$ cat config.mk
export PLATFORM = sky130hd
export DESIGN_NAME = sequence_detector
export DESIGN_NICKNAME = d
export VERILOG_FILES = /design/src/rtl/sequence_detector.sv
export SDC_FILE = /design/constraint.sdc
export NUM_CORES = 1
export LEC_CHECK = 0
export CAP_MARGIN = 20
export CORE_AREA = 2 2 39 41
export CTS_CLUSTER_DIAMETER = 100
export DETAILED_ROUTE_END_ITERATION = 12
export DIE_AREA = 0 0 41 43
export SLEW_MARGIN = 5
export SYNTH_ARGS = -nofsm -noshare
export SYNTH_HDL_FRONTEND = slang
export SYNTH_SLANG_ARGS = --single-unit
$ cat constraint.sdc
create_clock -name clk -period 1.5 [get_ports clk]
set_clock_uncertainty 0.15 [all_clocks]
set_input_delay 0.3 -clock clk [delete_from_list [all_inputs] [get_ports clk]]
set_output_delay 0.3 -clock clk [all_outputs]
set_load 0.1 [all_outputs]
$ cat src/rtl/sequence_detector.sv
// Run-length detector: z=1 while the last LEN samples of w are all equal.
// Moore output decoded from registered state, 1-cycle latency; no backpressure, w sampled every edge.
module sequence_detector #(
  parameter int LEN = 4
) (
  input  logic clk,
  input  logic reset,
  input  logic w,
  output logic z
);

  localparam int              CW      = $clog2(LEN + 1);
  localparam logic [CW-1:0]   CNT_MAX = CW'(LEN);

  logic [LEN-1:0] r_sr;
  logic [CW-1:0]  r_cnt;
  logic           w_full;
  logic           w_uniform;

  // The fill counter keeps the all-zero reset contents of r_sr from looking like a real run.
  always_ff @(posedge clk or negedge reset) begin
    if (!reset) begin
      r_sr  <= '0;
      r_cnt <= '0;
    end else begin
      r_sr <= {r_sr[LEN-2:0], w};
      if (r_cnt != CNT_MAX) begin
        r_cnt <= r_cnt + 1'b1;
      end
    end
  end

  assign w_full    = (r_cnt == CNT_MAX);
  assign w_uniform = (&r_sr) | ~(|r_sr);
  assign z         = w_full & w_uniform;

endmodule

==> load_flow_metrics.sql <==
INSERT INTO impl_metrics (metric_group, metric, value, unit) VALUES
('timing', 'finalWorstPathRequiredPeriod', '1.98', 'ns'),
('layout', 'insertedDiodeCount', '0', ''),
('worst_setup_path', 'critical-path-slowest-cell', 'sky130_fd_sc_hd__or4_4', ''),
('layout', 'area_taken_by_flip_flops_and_latches', '175', 'µm²'),
('die', 'die_span_y', '43', 'µm'),
('worst_setup_path', 'r2r_end', 'r_cnt[1]', ''),
('worst_setup_path', 'critical-path-max-stage-delay', '0.55', 'ns'),
('run', 'max-cap-violations', '0', ''),
('timing', 'timing.fmax', '0.504', 'GHz'),
('drt', 'overall_routed_net_length', '550', 'µm'),
('power', 'p_leak', '0.000191', 'µW'),
('worst_setup_path', 'worst_r2r_startpoint', 'r_cnt[0]', ''),
('yosys', 'synth_top_cell_by_area', 'sky130_fd_sc_hd__dfrtp_1', ''),
('grt', 'first_global_vias', '223', ''),
('yosys', 'netlist_top_cells_area', 'sky130_fd_sc_hd__dfrtp_1 66%, sky130_fd_sc_hd__ha_1 9.4%, sky130_fd_sc_hd__mux2_2 4.2%', ''),
('die', 'core.rowCount', '14', ''),
('grt', 'grt_pass1_wl', '903', 'µm'),
('cts', 'tritoncts', 'built', ''),
('timing', 'setup_repair_after_global_routing_missed_its_margin', 'yes', ''),
('die', 'die-area', '1760', 'µm²'),
('place', 'placed_cell_area', '378', 'µm²'),
('cts', 'cts.path.max_buffers', '2', ''),
('cts', 'cts.clk_slew.worst_paths', '0.05', 'ns'),
('yosys', 'register_bit_count_reported_by_yosys', '7', ''),
('timing', 'max-slew-margin-rel', '0.784', ''),
('grt', 'maximum_number_of_pins_on_one_net_before_global_route_repair', '8', ''),
('worst_setup_path', 'setup.worst_path.end_class', 'primary output', ''),
('die', 'start_util', '0.192', ''),
('yosys', 'ys.warnings.count', '0', ''),
('timing', 'final-setup-viol-count', '1', ''),
('status', 'violated_checks', 'negative setup slack', ''),
('worst_setup_path', 'timing.critical_path.cells', 'or4_4 -> a21oi_4 -> buf_12', ''),
('grt', 'overflow', '0', ''),
('drt', 'detail_route.first_pass.iterations', '1', ''),
('cts', 'ctsHoldBuffers', '0', ''),
('power', 'total_power', '402', 'µW'),
('layout', 'net_total_in_the_final_layout', '39', ''),
('drt', 'drt-wirelength-per-cell', '11.2', 'µm'),
('grt', 'grtUsageTotal', '0.0829', ''),
('timing', 'final.period_utilization', '1.32', ''),
('die', 'floorplan.core_area', '1380', 'µm²'),
('layout', 'multiInputGateArea', '100', 'µm²'),
('drt', 'detail_route.drc_violations', '0', ''),
('layout', 'post_route_cells_drive_above_1_share', '0.424', ''),
('drt', 'avgViaCountPerCell', '3.96', ''),
('yosys', 'synth_top_area_share', '0.660', ''),
('timing', 'timing_max_transition_violations_final', '0', ''),
('status', 'run_status', 'finished with violations', ''),
('yosys', 'sequential_cell_area_fraction_in_the_yosys_report', '0.660', ''),
('yosys', 'netlist_instances', '20', ''),
('worst_setup_path', 'worst-r2r-cell-count', '5', ''),
('die', 'num_io_pins', '4', ''),
('hold_path', 'worstHoldPathType', 'in2async', ''),
('worst_setup_path', 'worstPathRequired', '1.05', 'ns'),
('worst_setup_path', 'worstPathArrival', '1.53', 'ns'),
('place', 'buffer_ports.inserted', '3', ''),
('place', 'pre_cts_slack', '-0.222', 'ns'),
('place', 'dp.cells', '44', ''),
('worst_setup_path', 'critPathMaxFanout', '2', ''),
('place', 'place_congestion', '0.606', ''),
('timing', 'timing_hold_violations_final', '0', ''),
('yosys', 'mappedNetlistArea', '265', 'µm²'),
('layout', 'area.growth.synth_to_final', '56.1', '%'),
('worst_setup_path', 'startpoint_class_of_the_critical_path', 'flip-flop', ''),
('timing', 'postLayoutSetupSlackWorst', '-0.482', 'ns'),
('yosys', 'synth.avg_cell_area', '13.3', 'µm²'),
('yosys', 'netlist-cell-type-count', '11', ''),
('yosys', 'synth.net_count', '25', ''),
('timing', 'worst_slew_pin_slew', '0.323', 'ns'),
('drt', 'antenna_left', '0', ''),
('cts', 'clock-root-buffer', 'sky130_fd_sc_hd__clkbuf_4', '');
worst max path at each step:
stage          slack [ns]  depth (start not counted)  to    start
2_1_floorplan       -0.42                          2   z  r_sr[3]
3_3_place_gp        -0.19                          3   z  r_sr[3]
3_5_place_dp        -0.22                          3   z  r_sr[3]
4_1_cts             -0.50                          3   z  r_sr[3]
5_1_grt             -0.54                          3   z  r_sr[3]
6_report            -0.48                          3   z  r_sr[3]
area by class of cell:
cell class                 count  share of cell area
clock buffer                   4              0.0634
multi-input combinational     11               0.242
inverter                       2              0.0181
timing repair buffer           9               0.205
tap                           16              0.0483
sequential                     7               0.423
logic make-up after synthesis:
group	count (synthesis)	synth area share
compound gates	2	0.0377
xor+xnor	1	0.0330
fa+ha+maj	2	0.0943
buf+inv	2	0.0283
flops	7	0.660
mux	1	0.0424
simple gates	5	0.104
worst max-delay path, delay by kind of cell, from the launching register on:
family,cells,cell delay [ns]
AND/OR/NAND/NOR,1,0.55
buffers and inverters,1,0.19
AO/OA/AOI/OAI,1,0.17
flip-flops,1,0.38
stage by stage:
step | util | setup TNS (ns) | hold slack [ns]
finish | 0.299 | -0.482 | 0.162
global route | 0.299 | -0.543 | 0.171
CTS | 0.292 | -0.496 | 0.170
detailed placement | 0.273 | -0.222 | 0.322
global placement | 0.273 | -0.186 | 0.319
floorplan | - | -0.422 | -0.146
cell usage in the layout, fill, tap and decap left out:
cell type | netlist | final
sky130_fd_sc_hd__nand2_2 | 0 | 1
sky130_fd_sc_hd__a21oi_4 | 0 | 1
sky130_fd_sc_hd__mux2_2 | 1 | 1
sky130_fd_sc_hd__clkdlybuf4s50_1 | 0 | 2
sky130_fd_sc_hd__nor2_1 | 1 | 1
sky130_fd_sc_hd__a21oi_1 | 2 | 1
sky130_fd_sc_hd__buf_12 | 0 | 1
sky130_fd_sc_hd__clkbuf_1 | 0 | 1
sky130_fd_sc_hd__xnor2_1 | 1 | 1
sky130_fd_sc_hd__nand4_1 | 1 | 1
sky130_fd_sc_hd__nor2b_1 | 1 | 1
sky130_fd_sc_hd__dfrtp_1 | 7 | 7
sky130_fd_sc_hd__ha_1 | 2 | 2
sky130_fd_sc_hd__buf_4 | 0 | 6
sky130_fd_sc_hd__inv_1 | 2 | 2
sky130_fd_sc_hd__or4_4 | 0 | 1
sky130_fd_sc_hd__clkbuf_4 | 0 | 3
metal layers:
metal  wire length, µm  track usage
met1               205       0.0757
met4                 0       0.0400
met2               292        0.128
met3                52       0.0628
met5                 0            0
power breakdown:
part           internal (µW)  total [µW]  switching [µW]  leakage [µW]
sequential               195         198            3.11     0.0000833
clock                    101         169            67.3     0.0000150
combinational           17.1        36.0            18.9     0.0000928
total                    313         402            89.3      0.000191
Yosys cell counts, drive strengths merged:
| cell type | count |
|---|---|
| ha | 2 |
| dfrtp | 7 |
| inv | 2 |
| mux2 | 1 |
| or4 | 1 |
| xnor2 | 1 |
| nand4 | 1 |
| a21oi | 2 |
| nand2 | 1 |
| nor2 | 1 |
| nor2b | 1 |
registers in the layout (all words and copies together), names as in the netlist:
signal  cells
r_sr        4
r_cnt       3
timing repair:
action | in CTS | in global routing
endpoints found under the hold margin | 0 | 0
resized for setup | 0 | 1
setup endpoints to repair | 1 | 2
setup buffers | 0 | 1
cloned | 0 | 0
No activity file was read; power rests on OpenSTA's default activity.
